==> src/rtl/squarewave_trace_gen_if.sv <==
// Sample/pixel bus of the square-wave trace renderer.
// pix_grid exists only when SQW_GRID_EN is defined.
interface squarewave_trace_gen_if #(
    parameter int NUM_CH = 4
);
    localparam int CH_W = (NUM_CH > 1) ? $clog2(NUM_CH) : 1;

    logic              smp_valid;
    logic [NUM_CH-1:0] smp_data;
    logic              smp_ready;
    logic              frame_tick;
    logic              pix_valid;
    logic [9:0]        pix_x;
    logic [9:0]        pix_y;
    logic              out_valid;
    logic              pix_on;
    logic [CH_W-1:0]   pix_ch;
`ifdef SQW_GRID_EN
    logic              pix_grid;
`endif

    modport master (
        output smp_valid, smp_data, frame_tick, pix_valid, pix_x, pix_y,
        input  smp_ready, out_valid, pix_on, pix_ch
`ifdef SQW_GRID_EN
        , input pix_grid
`endif
    );

    modport slave (
        input  smp_valid, smp_data, frame_tick, pix_valid, pix_x, pix_y,
        output smp_ready, out_valid, pix_on, pix_ch
`ifdef SQW_GRID_EN
        , output pix_grid
`endif
    );
endinterface

==> src/rtl/squarewave_trace_gen.sv <==
// Multi-channel square-wave trace renderer: sample ring with per-frame window snapshot,
// 2-cycle pixel pipeline. Define SQW_GRID_EN to add the dotted tile-grid output pix_grid.
module squarewave_trace_gen #(
    parameter int NUM_CH      = 4,
    parameter int NUM_BITS    = 10,
    parameter int DEPTH       = 16,
    parameter int TILE_W      = 64,
    parameter int TILE_H      = 8,
    parameter int TRACE_PITCH = 16,
    parameter int Y_BASE      = 32
) (
    input  logic                  clk,
    input  logic                  rst,
    squarewave_trace_gen_if.slave bus
);
    localparam int PTR_W = $clog2(DEPTH);
    localparam int SLACK = DEPTH - NUM_BITS - 1;
    localparam int ACC_W = $clog2(SLACK + 1);
    localparam int CH_W  = (NUM_CH > 1) ? $clog2(NUM_CH) : 1;
    localparam int R_W   = (TILE_H > 1) ? $clog2(TILE_H) : 1;
    localparam int X_SH  = $clog2(TILE_W);
    localparam int Y_SH  = $clog2(TRACE_PITCH);

    function automatic logic trace_lit(input logic cur, input logic prev,
                                       input logic c0, input logic [R_W-1:0] r);
        return (cur & (r == '0)) | (~cur & (r == R_W'(TILE_H - 1))) | (c0 & (cur ^ prev));
    endfunction

    logic [NUM_CH-1:0] r_ring [DEPTH];
    logic [PTR_W-1:0]  r_wr_ptr;
    logic [PTR_W-1:0]  r_base;
    logic [ACC_W-1:0]  r_acc_cnt;
    logic              r_ready;

    logic              w_wr;
    logic [PTR_W-1:0]  w_wr_ptr_nxt;
    logic [ACC_W-1:0]  w_acc_nxt;

    always_comb begin
        w_wr         = bus.smp_valid & r_ready;
        w_wr_ptr_nxt = r_wr_ptr + PTR_W'(w_wr);
        if (bus.frame_tick) begin
            w_acc_nxt = '0;
        end else begin
            w_acc_nxt = r_acc_cnt + ACC_W'(w_wr);
        end
    end

    // A write in the tick cycle is already counted in w_wr_ptr_nxt, so it becomes the newest tile.
    always_ff @(posedge clk) begin
        if (rst) begin
            for (int i = 0; i < DEPTH; i++) begin
                r_ring[i] <= '0;
            end
            r_wr_ptr  <= '0;
            r_base    <= '0;
            r_acc_cnt <= '0;
            r_ready   <= 1'b0;
        end else begin
            if (w_wr) begin
                r_ring[r_wr_ptr] <= bus.smp_data;
            end
            r_wr_ptr  <= w_wr_ptr_nxt;
            r_acc_cnt <= w_acc_nxt;
            r_ready   <= (w_acc_nxt < ACC_W'(SLACK));
            if (bus.frame_tick) begin
                r_base <= w_wr_ptr_nxt - PTR_W'(NUM_BITS + 1);
            end
        end
    end

    // ---- stage 0: coordinate decode ----
    logic signed [10:0] w_dy_p0;
    logic [9:0]         w_k_p0;
    logic [9:0]         w_ch_p0;
    logic [9:0]         w_r_p0;
    logic               w_c0_p0;
    logic               w_in_p0;

    always_comb begin
        w_dy_p0 = $signed({1'b0, bus.pix_y}) - $signed(11'(Y_BASE));
        w_k_p0  = bus.pix_x >> X_SH;
        w_c0_p0 = ((bus.pix_x & 10'(TILE_W - 1)) == '0);
        w_ch_p0 = w_dy_p0[9:0] >> Y_SH;
        w_r_p0  = w_dy_p0[9:0] & 10'(TRACE_PITCH - 1);
        // Sign bit of dy rejects rows above the first trace instead of letting them wrap.
        w_in_p0 = bus.pix_valid & ~w_dy_p0[10]
                & (w_ch_p0 < 10'(NUM_CH))
                & (w_r_p0  < 10'(TILE_H))
                & (w_k_p0  < 10'(NUM_BITS));
    end

    // ---- stage 1 registers ----
    logic             r_vld_p1;
    logic             r_in_p1;
    logic [PTR_W-1:0] r_k_p1;
    logic             r_c0_p1;
    logic [CH_W-1:0]  r_ch_p1;
    logic [R_W-1:0]   r_r_p1;

    always_ff @(posedge clk) begin
        if (rst) begin
            r_vld_p1 <= 1'b0;
            r_in_p1  <= 1'b0;
            r_k_p1   <= '0;
            r_c0_p1  <= 1'b0;
            r_ch_p1  <= '0;
            r_r_p1   <= '0;
        end else begin
            r_vld_p1 <= bus.pix_valid;
            r_in_p1  <= w_in_p0;
            r_k_p1   <= w_in_p0 ? w_k_p0[PTR_W-1:0] : '0;
            r_c0_p1  <= w_c0_p0;
            r_ch_p1  <= w_in_p0 ? w_ch_p0[CH_W-1:0] : '0;
            r_r_p1   <= w_in_p0 ? w_r_p0[R_W-1:0] : '0;
        end
    end

    // ---- stage 1 -> 2: ring lookup and lit test ----
    logic [PTR_W-1:0] w_cur_idx;
    logic [PTR_W-1:0] w_prev_idx;
    logic             w_cur;
    logic             w_prev;
    logic             w_lit;

    always_comb begin
        w_prev_idx = r_base + r_k_p1;
        w_cur_idx  = w_prev_idx + PTR_W'(1);
        w_cur      = r_ring[w_cur_idx][r_ch_p1];
        w_prev     = r_ring[w_prev_idx][r_ch_p1];
        w_lit      = trace_lit(w_cur, w_prev, r_c0_p1, r_r_p1);
    end

    // ---- stage 2 registers (outputs) ----
    logic            r_vld_p2;
    logic            r_on_p2;
    logic [CH_W-1:0] r_ch_p2;

    always_ff @(posedge clk) begin
        if (rst) begin
            r_vld_p2 <= 1'b0;
            r_on_p2  <= 1'b0;
            r_ch_p2  <= '0;
        end else begin
            r_vld_p2 <= r_vld_p1;
            r_on_p2  <= r_in_p1 & w_lit;
            r_ch_p2  <= (r_in_p1 & w_lit) ? r_ch_p1 : '0;
        end
    end

`ifdef SQW_GRID_EN
    logic r_grid_p2;

    always_ff @(posedge clk) begin
        if (rst) begin
            r_grid_p2 <= 1'b0;
        end else begin
            r_grid_p2 <= r_in_p1 & r_c0_p1 & ~r_r_p1[0];
        end
    end

    assign bus.pix_grid = r_grid_p2;
`endif

    assign bus.smp_ready = r_ready;
    assign bus.out_valid = r_vld_p2;
    assign bus.pix_on    = r_on_p2;
    assign bus.pix_ch    = r_ch_p2;
endmodule

==> src/flat_wrapper.sv <==
// flat-port wrapper written by rule: the top's interface ports become plain ports
module squarewave_trace_gen_flat 
#(
    parameter int NUM_CH      = 4,
    parameter int NUM_BITS    = 10,
    parameter int DEPTH       = 16,
    parameter int TILE_W      = 64,
    parameter int TILE_H      = 8,
    parameter int TRACE_PITCH = 16,
    parameter int Y_BASE      = 32
)
  (clk, rst, bus_smp_valid, bus_smp_data, bus_frame_tick, bus_pix_valid, bus_pix_x, bus_pix_y, bus_smp_ready, bus_out_valid, bus_pix_on, bus_pix_ch);
  squarewave_trace_gen_if #(.NUM_CH(NUM_CH)) bus_i ();
  input  logic clk;
  input  logic rst;
  input wire logic [$bits(bus_i.smp_valid)-1:0] bus_smp_valid;
  input wire logic [$bits(bus_i.smp_data)-1:0] bus_smp_data;
  input wire logic [$bits(bus_i.frame_tick)-1:0] bus_frame_tick;
  input wire logic [$bits(bus_i.pix_valid)-1:0] bus_pix_valid;
  input wire logic [$bits(bus_i.pix_x)-1:0] bus_pix_x;
  input wire logic [$bits(bus_i.pix_y)-1:0] bus_pix_y;
  output wire logic [$bits(bus_i.smp_ready)-1:0] bus_smp_ready;
  output wire logic [$bits(bus_i.out_valid)-1:0] bus_out_valid;
  output wire logic [$bits(bus_i.pix_on)-1:0] bus_pix_on;
  output wire logic [$bits(bus_i.pix_ch)-1:0] bus_pix_ch;
  assign bus_i.smp_valid = bus_smp_valid;
  assign bus_i.smp_data = bus_smp_data;
  assign bus_i.frame_tick = bus_frame_tick;
  assign bus_i.pix_valid = bus_pix_valid;
  assign bus_i.pix_x = bus_pix_x;
  assign bus_i.pix_y = bus_pix_y;
  assign bus_smp_ready = bus_i.smp_ready;
  assign bus_out_valid = bus_i.out_valid;
  assign bus_pix_on = bus_i.pix_on;
  assign bus_pix_ch = bus_i.pix_ch;
  squarewave_trace_gen #(.NUM_CH(NUM_CH), .NUM_BITS(NUM_BITS), .DEPTH(DEPTH), .TILE_W(TILE_W), .TILE_H(TILE_H), .TRACE_PITCH(TRACE_PITCH), .Y_BASE(Y_BASE)) u_core (.clk(clk), .rst(rst), .bus(bus_i));
endmodule
==> config.mk <==
export PLATFORM = sky130hd
export DESIGN_NAME = squarewave_trace_gen_flat
export DESIGN_NICKNAME = d
export VERILOG_FILES = /design/src/rtl/squarewave_trace_gen_if.sv /design/src/rtl/squarewave_trace_gen.sv /design/src/flat_wrapper.sv
export SDC_FILE = /design/constraint.sdc
export NUM_CORES = 1
export LEC_CHECK = 0
export BUFFER_PORTS_ARGS = -buffer_cell sky130_fd_sc_hd__buf_4
export CAP_MARGIN = 20
export CORE_MARGIN = 8
export CORE_UTILIZATION = 39
export CTS_BUF_LIST = sky130_fd_sc_hd__clkbuf_8
export CTS_CLUSTER_SIZE = 28
export DETAILED_ROUTE_END_ITERATION = 8
export MAX_ROUTING_LAYER = met4
export PLACE_DENSITY = 0.63
export SLEW_MARGIN = 20
export SYNTH_ARGS = -nofsm -noshare
export SYNTH_HDL_FRONTEND = slang
export SYNTH_SLANG_ARGS = --single-unit
export TNS_END_PERCENT = 5
==> constraint.sdc <==
create_clock -name clk -period 4.4 [get_ports clk]
set_input_delay 0.66 -clock clk [delete_from_list [all_inputs] [get_ports clk]]
set_output_delay 0.66 -clock clk [all_outputs]
set_load 0.01 [all_outputs]
## Word level (Yosys, flattened, before mapping)

Memory sizes are Yosys's and may differ from the RTL's.
Cells that the tools add are included.
Widths: inputs -> output; s select.

- Bits in writable memories: 64
- Output and inout bits: 5
- Word-level logic and storage cells: 60
- Bits of input ports: 29
- Bits in registers: 28
- Memories kept: 1

Memories:

| name | depth | width | read ports | clocked after memory_dff | wr ports | line | text |
|---|---|---|---|---|---|---|---|
| u_core.r_ring | 16 | 4 | 2 | 0 | 16 | squarewave_trace_gen.sv:29 | `logic [NUM_CH-1:0] r_ring [DEPTH];` |

- Bitwise operators: 16
- Magnitude comparators: 5
- $add $sub $neg: 6
- Eq/ne operators: 1
- Muxes and demuxes: 13
- Reductions and logical operators: 5

Operators with widths:

| operator | number |
|---|---|
| $sub 10x6->11 const B | 1 |
| $logic_not 10->1 | 1 |
| $and 1x1->1 | 9 |
| $lt 4x4->1 const B | 2 |
| $mux 1 | 8 |
| $mux 4 | 2 |
| $lt 6x3->1 const B | 1 |
| $add 4x1->4 | 1 |
| $add 4x1->4 const B | 1 |
| $add 4x4->4 | 1 |
| $bmux 1 s2 | 2 |
| $not 1->1 | 4 |
| $reduce_or 2->1 | 2 |
| $reduce_or 4->1 | 1 |
| $sub 4x4->4 const B | 1 |
| $add 3x1->3 | 1 |
| $eq 3x3->1 const B | 1 |
| $logic_not 3->1 | 1 |
| $lt 2x3->1 const B | 1 |
| $lt 3x3->1 const B | 1 |
| $mux 3 | 1 |
| $or 1x1->1 | 2 |
| $xor 1x1->1 | 1 |

## Logic depth before layout (Yosys ltp)

An unclocked memory read counts as a cell.

- Word-level depth: 12
- Gate-level depth with buffers: 12
- Depth with buffers taken out: 11

## Worst setup path after synthesis

No wires, ideal clock.

- Path kind: reg-to-reg
- Start: reg u_core.r_k_p1[0]
- End: reg u_core.r_ch_p2[0], in the netlist u_core.bus.pix_ch[0]
- Setup time: 0.074 ns
- Data arrival time: 3.099 ns
- Period minus slack after synthesis: 3.173 ns
- Path slack: 1.227 ns
- Cell stages (with the launch flop): 13
- Path buffers: 2
- Data required time: 4.326 ns
- Cells stage by stage: dfxtp_1 -> ha_1 -> fa_1 -> ha_1 -> clkbuf_2 -> buf_1 -> mux4_2 -> a211oi_1 -> a21oi_1 -> mux2i_1 -> o31a_1 -> o2111ai_2 -> a31oi_1

- Word-level cells in the longest chain between the ends: 12
- Elaborated cells between the ends (all ways): 17
- Those cells by class: add/sub: 2; mux: 4; bitwise: 9; reduce/logical: 1; memory: 1

RTL lines:

| element | line | text |
|---|---|---|
| start, declared | squarewave_trace_gen.sv:96 | `logic [PTR_W-1:0] r_k_p1;` |
| start signal, assigned | squarewave_trace_gen.sv:112 | `r_k_p1 <= w_in_p0 ? w_k_p0[PTR_W-1:0] : '0;` |
| $add 4x4->4 (*) | squarewave_trace_gen.sv:127 | `w_prev_idx = r_base + r_k_p1;` |
| $add 4x1->4 | squarewave_trace_gen.sv:128 | `w_cur_idx = w_prev_idx + PTR_W'(1);` |
| $mem_v2 16x4 (*) | - |  |
| $bmux 1 s2 | squarewave_trace_gen.sv:129 | `w_cur = r_ring[w_cur_idx][r_ch_p1];` |
| $mux 1 (implied by the code) | squarewave_trace_gen.sv:129 |  |
| $not 1->1 | squarewave_trace_gen.sv:26 | `return (cur & (r == '0)) \| (~cur & (r == R_W'(TILE_H - 1))) \| (c0 & (cur ^ prev));` |
| $and 1x1->1 | squarewave_trace_gen.sv:26 |  |
| $or 1x1->1 | squarewave_trace_gen.sv:26 |  |
| $or 1x1->1 (*) | squarewave_trace_gen.sv:26 |  |
| $and 1x1->1 (*) | squarewave_trace_gen.sv:147 | `r_ch_p2 <= (r_in_p1 & w_lit) ? r_ch_p1 : '0;` |
| $not 1->1 (no line) (*) | - |  |
| $reduce_or 2->1 (no line) (*) | - |  |
| end signal, assigned | squarewave_trace_gen.sv:147 |  |
| end, declared | squarewave_trace_gen.sv:137 | `logic [CH_W-1:0] r_ch_p2;` |

Every way passes the cells marked *; elsewhere a longest branch is shown, timed or not. The select of a mux whose other input is x is not followed.
A chain may end at the register's enable or synchronous reset.

## Final worst setup path

Same ends and word-level chain as after synthesis.

==> Flow_metrics.wiki <==
{| class="wikitable"
! Metric !! Value
|-
| Synthesized flop and latch total || 92
|-
| Worst voltage drop across the vdd grid || 0.0001389 V
|-
| Final setup vio count || 0
|-
| DRT Wirelength || 11160 um
|-
| Most used flip-flop cell after synthesis || sky130_fd_sc_hd__edfxtp_1
|-
| Min-delay worst type || reg2reg
|-
| Pin count of the biggest net entering global routing || 35
|-
| Share of the cycle needed by the critical path after routing || 0.8068
|-
| Full die area || 0.01677 sq mm
|-
| Worst Clk Skew || 0.007382 ns
|-
| FF-to-FF setup slack || 0.85 ns
|-
| Weighted congestion reported at the end of routability-driven placement || 0.8214
|-
| Post-synthesis sequential area ratio || 0.4941
|-
| Total global-route track usage || 0.1446
|-
| Final setup TNS || 0 ns
|-
| Comb power frac || 0.138
|-
| Placeable core region || 0.01262 sq mm
|-
| Number of H-tree levels || 3
|-
| Kind of end point of the critical path || flop
|-
| CTS Buffer Depth || 2
|-
| Worst relative slew slack || 0.5619
|-
| Post-Place Worst Slack || 0.9107 ns
|-
| Sort of element at the start of the critical path || flop
|-
| Via density per instance || 5.400
|-
| Clock power share || 0.342
|-
| Minimum clock period after layout || 3.550 ns
|-
| Warning count from the yosys run || 0
|-
| Asr flop ratio synth || 0
|-
| End-of-flow core utilization || 0.4432
|-
| Skew-Pair Late Insertion Delay || 0.36 ns
|-
| DR pass1 iterations || 4
|-
| Cell Int Power || 0.001416 W
|-
| RSZ-0062 raised after global routing || no
|-
| Remaining routing DRC violations || 0
|-
| Startpoint-to-endpoint class of the critical path || reg2reg
|-
| Placed Cells incl. Taps || 586
|-
| Vias in the first global route || 3311
|-
| Layout filler cell count || 1183
|-
| TritonCTS clock tree || yes
|-
| Slew at the pin closest to its max-slew limit || 0.6571 ns
|-
| Largest stage delay on the critical path || 0.75 ns
|-
| Run status || finished clean
|-
| Switching part of the total || 0.2427
|-
| Cell area after synthesis || approximately 0.005 sq mm
|-
| Global-route wire length before repair || 17970 um
|-
| Buffers on Ports || 33
|-
| Clock root buffer || sky130_fd_sc_hd__clkbuf_8
|-
| Via count || 3251
|-
| Critical path's slowest cell || sky130_fd_sc_hd__ha_1
|-
| Pleak || 2.143 nW
|-
| Max Fanout on Critical Path || 16
|-
| CP most frequent cell || sky130_fd_sc_hd__ha_1
|-
| Floorplan die width || 129.5 um
|-
| Power per cell area || 334.3 mW/mm^2
|-
| Count of antenna diodes in the layout || 0
|-
| Count of routing violations after the opening detailed-route iteration || 251
|-
| Chain of cells forming the critical path || ha_1, fa_1, ha_1, mux4_2, nor2b_1, a211oi_1, a21oi_1, mux2i_1, o31a_1, o2111ai_2, a31oi_1
|-
| Total clock buffers created by CTS || 9
|-
| Per-instance average area after synthesis || 12.56 sq um
|-
| Proportion of layout cells with a drive suffix above 1 || 0.2326
|-
| Top-level port count || 34
|-
| Final hold slack || 0.4409 ns
|-
| Final layout net count || 465
|-
| Clock tree sinks || slightly above 90
|-
| Mean routed wirelength per cell || 18.54 um
|-
| Crit path arrival time || 3.85 ns
|-
| Final setup slack of the worst path || 0.8502 ns
|-
| Fin. Hold Viols || 0
|-
| HPWL after DPL || 8327 um
|-
| Number of cell rows || just over 40
|-
| Number of distinct library cell variants in the gate-level netlist after synthesis || 53
|-
| Post-CTS setup-driven buffer insertion count || 0
|-
| Count of hold buffers inserted by post-cts repair || 0
|-
| Congestion Overflow GR || 0
|-
| Crit path required time || 4.70 ns
|-
| Max Transition Viols Final || 0
|-
| Signed area change from the synthesized netlist to the final layout || 11.33%
|-
| Vertical die dimension || 129.5 um
|-
| Maximum operating frequency || roughly 280 MHz
|-
| Cell Count, Final, Fillers Out || 602
|-
| Number of enable-type register cells in the synthesized netlist || 64
|-
| Post-synthesis cell count || 400
|-
| Initial Util || 0.3981
|-
| Number of antenna violations at the first check in global routing || 0
|-
| Number of maximum-capacitance constraint violations || 0
|-
| Post_cts resized || 0
|-
| Clk pin slew, worst setup/hold paths || 0.09 ns
|-
| Syn_nets || between 400 and 500
|-
| Sequential share of power || 0.520
|-
| NetSw || approximately 0.00045 W
|-
| Antenna violation net count after detailed routing || 0
|}
[final cells by class]
type / instances / area [sq um] / share of cell area
flip-flops and latches: 92 / 2482 / 0.4438
clock buffers: 10 / 137.6 / 0.02461
inverters: 6 / 22.52 / 0.004027
clock inverters: 6 / 86.33 / 0.01544
multi-input cells: 281 / 2386 / 0.4266
well taps: 172 / 215.2 / 0.03848
repair buffers: 35 / 262.8 / 0.04698
[cell usage after synthesis (2+ instances only)]
library cell | instances | share of area
sky130_fd_sc_hd__nand2_1 | 5 | 0.0037
sky130_fd_sc_hd__nor2b_1 | 8 | 0.010
sky130_fd_sc_hd__a21oi_1 | 7 | 0.0070
sky130_fd_sc_hd__o21ai_0 | 2 | 0.0020
sky130_fd_sc_hd__buf_6 | 2 | 0.0045
sky130_fd_sc_hd__nor2_1 | 25 | 0.019
sky130_fd_sc_hd__mux4_2 | 20 | 0.090
sky130_fd_sc_hd__a211oi_1 | 8 | 0.012
sky130_fd_sc_hd__edfxtp_1 | 64 | 0.38
sky130_fd_sc_hd__inv_1 | 6 | 0.0045
sky130_fd_sc_hd__or2_2 | 15 | 0.019
sky130_fd_sc_hd__o41a_1 | 2 | 0.0045
sky130_fd_sc_hd__nand3_1 | 7 | 0.0070
sky130_fd_sc_hd__a22o_1 | 10 | 0.017
sky130_fd_sc_hd__nand2b_1 | 5 | 0.0062
sky130_fd_sc_hd__clkbuf_1 | 10 | 0.0075
sky130_fd_sc_hd__mux2i_1 | 22 | 0.044
sky130_fd_sc_hd__xnor2_1 | 4 | 0.0070
sky130_fd_sc_hd__o2111ai_1 | 2 | 0.0035
sky130_fd_sc_hd__buf_2 | 3 | 0.0030
sky130_fd_sc_hd__nor4_1 | 3 | 0.0037
sky130_fd_sc_hd__xnor2_2 | 3 | 0.0097
sky130_fd_sc_hd__nor3_1 | 18 | 0.018
sky130_fd_sc_hd__xor2_1 | 2 | 0.0035
sky130_fd_sc_hd__o31a_1 | 2 | 0.0035
sky130_fd_sc_hd__nor3b_1 | 3 | 0.0045
sky130_fd_sc_hd__ha_1 | 10 | 0.025
sky130_fd_sc_hd__and2_1 | 70 | 0.087
sky130_fd_sc_hd__a22o_2 | 3 | 0.0060
sky130_fd_sc_hd__and2b_2 | 2 | 0.0035
sky130_fd_sc_hd__a21o_1 | 2 | 0.0030
sky130_fd_sc_hd__dfxtp_1 | 28 | 0.11
sky130_fd_sc_hd__and3_1 | 4 | 0.0050
sky130_fd_sc_hd__mux4_1 | 4 | 0.021
[layout by cell type (no fill, tap or decap), types with 2 or more instances in the layout]
master	Yosys	layout
sky130_fd_sc_hd__nor3_1	18	18
sky130_fd_sc_hd__o31a_1	2	2
sky130_fd_sc_hd__inv_1	6	7
sky130_fd_sc_hd__nand2_1	5	5
sky130_fd_sc_hd__mux2i_1	22	22
sky130_fd_sc_hd__mux4_1	4	4
sky130_fd_sc_hd__nor3b_1	3	3
sky130_fd_sc_hd__clkbuf_8	1	10
sky130_fd_sc_hd__o41a_1	2	2
sky130_fd_sc_hd__xor2_1	2	2
sky130_fd_sc_hd__nand3_1	7	7
sky130_fd_sc_hd__dfxtp_1	28	28
sky130_fd_sc_hd__or2_2	15	15
sky130_fd_sc_hd__nand2b_1	5	5
sky130_fd_sc_hd__a21o_1	2	2
sky130_fd_sc_hd__xnor2_1	4	4
sky130_fd_sc_hd__buf_4	1	35
sky130_fd_sc_hd__xnor2_2	3	3
sky130_fd_sc_hd__o2111ai_1	2	2
sky130_fd_sc_hd__bufinv_16	0	2
sky130_fd_sc_hd__mux4_2	20	20
sky130_fd_sc_hd__and2_1	70	70
sky130_fd_sc_hd__a22o_1	10	10
sky130_fd_sc_hd__nor4_1	3	3
sky130_fd_sc_hd__and2b_2	2	2
sky130_fd_sc_hd__o21ai_0	2	2
sky130_fd_sc_hd__ha_1	10	10
sky130_fd_sc_hd__a211oi_1	8	8
sky130_fd_sc_hd__a22o_2	3	3
sky130_fd_sc_hd__and3_1	4	4
sky130_fd_sc_hd__nor2b_1	8	8
sky130_fd_sc_hd__nor2_1	25	25
sky130_fd_sc_hd__edfxtp_1	64	64
sky130_fd_sc_hd__a21oi_1	7	7
[path summary, 6_finish.rpt]
check | startpoint | endpoint | depth (start not counted)
worst min-delay path | u_core.r_vld_p1 | u_core.bus.out_valid | 1
worst max register to register | u_core.r_k_p1[0] | u_core.bus.pix_ch[0] | 11
worst max-delay path | u_core.r_k_p1[0] | u_core.bus.pix_ch[0] | 11
worst min register to register | u_core.r_vld_p1 | u_core.bus.out_valid | 1
[through the flow]
step           power [W]  instance area, sq um
2_1_floorplan   0.001179                  5024
3_5_place_dp    0.001250                  5369
3_3_place_gp    0.001245                  5369
5_1_grt         0.001938                  5593
4_1_cts         0.001883                  5593
6_report        0.001870                  5593
[sequential cells by signal, indices dropped and copies added, names as in the netlist, 2 cells and up]
register and flops:
u_core.r_ch_p1 2, u_core.r_ring 64, u_core.r_base 4, u_core.bus.pix_ch 2, u_core.r_k_p1 4, u_core.r_wr_ptr 4
u_core.r_acc_cnt 3, u_core.r_r_p1 3
[critical path: cells and delay by family, from the launching register on]
family / cells / cell delay, ns
AOI/OAI and AO/OA: 5 / 0.84
adders and majority gates: 3 / 1.48
DFF: 1 / 0.31
muxes: 2 / 0.71
and+or+nand+nor: 1 / 0.14
[per-layer routing]
metal	GRT usage	vias up	share of wire
met5	-	-	0
met3	0.02917	9	0.046
met1	0.1784	1640	0.46
met2	0.2270	68	0.48
met4	0.06216	0	0.015
li1	-	1534	-
[power groups by stage]
stage | Sequential, W | Clock (W) | Combinational, W
CTS | 0.000972 | 0.000652 | 0.000259
floorplan | 0.000980 | 0 | 0.000199
detailed placement | 0.000992 | 0 | 0.000258
global placement | 0.000991 | 0 | 0.000254
finish | 0.000972 | 0.000640 | 0.000258
global route | 0.000975 | 0.000684 | 0.000279
[logic make-up (layout without fill, tap and decap cells)]
kind of cell | count (synthesis) | count (layout) | synth area share
flip-flops | 92 | 92 | 0.4941
XOR/XNOR | 11 | 11 | 0.03039
AO/OA/AOI/OAI | 43 | 43 | 0.06700
buffers and inverters | 27 | 57 | 0.03088
adder cells (fa/ha/maj) | 11 | 11 | 0.02889
AND/OR/NAND/NOR | 169 | 169 | 0.1915
multiplexers | 47 | 47 | 0.1572
Note: power is estimated with default switching activity, not from simulation.
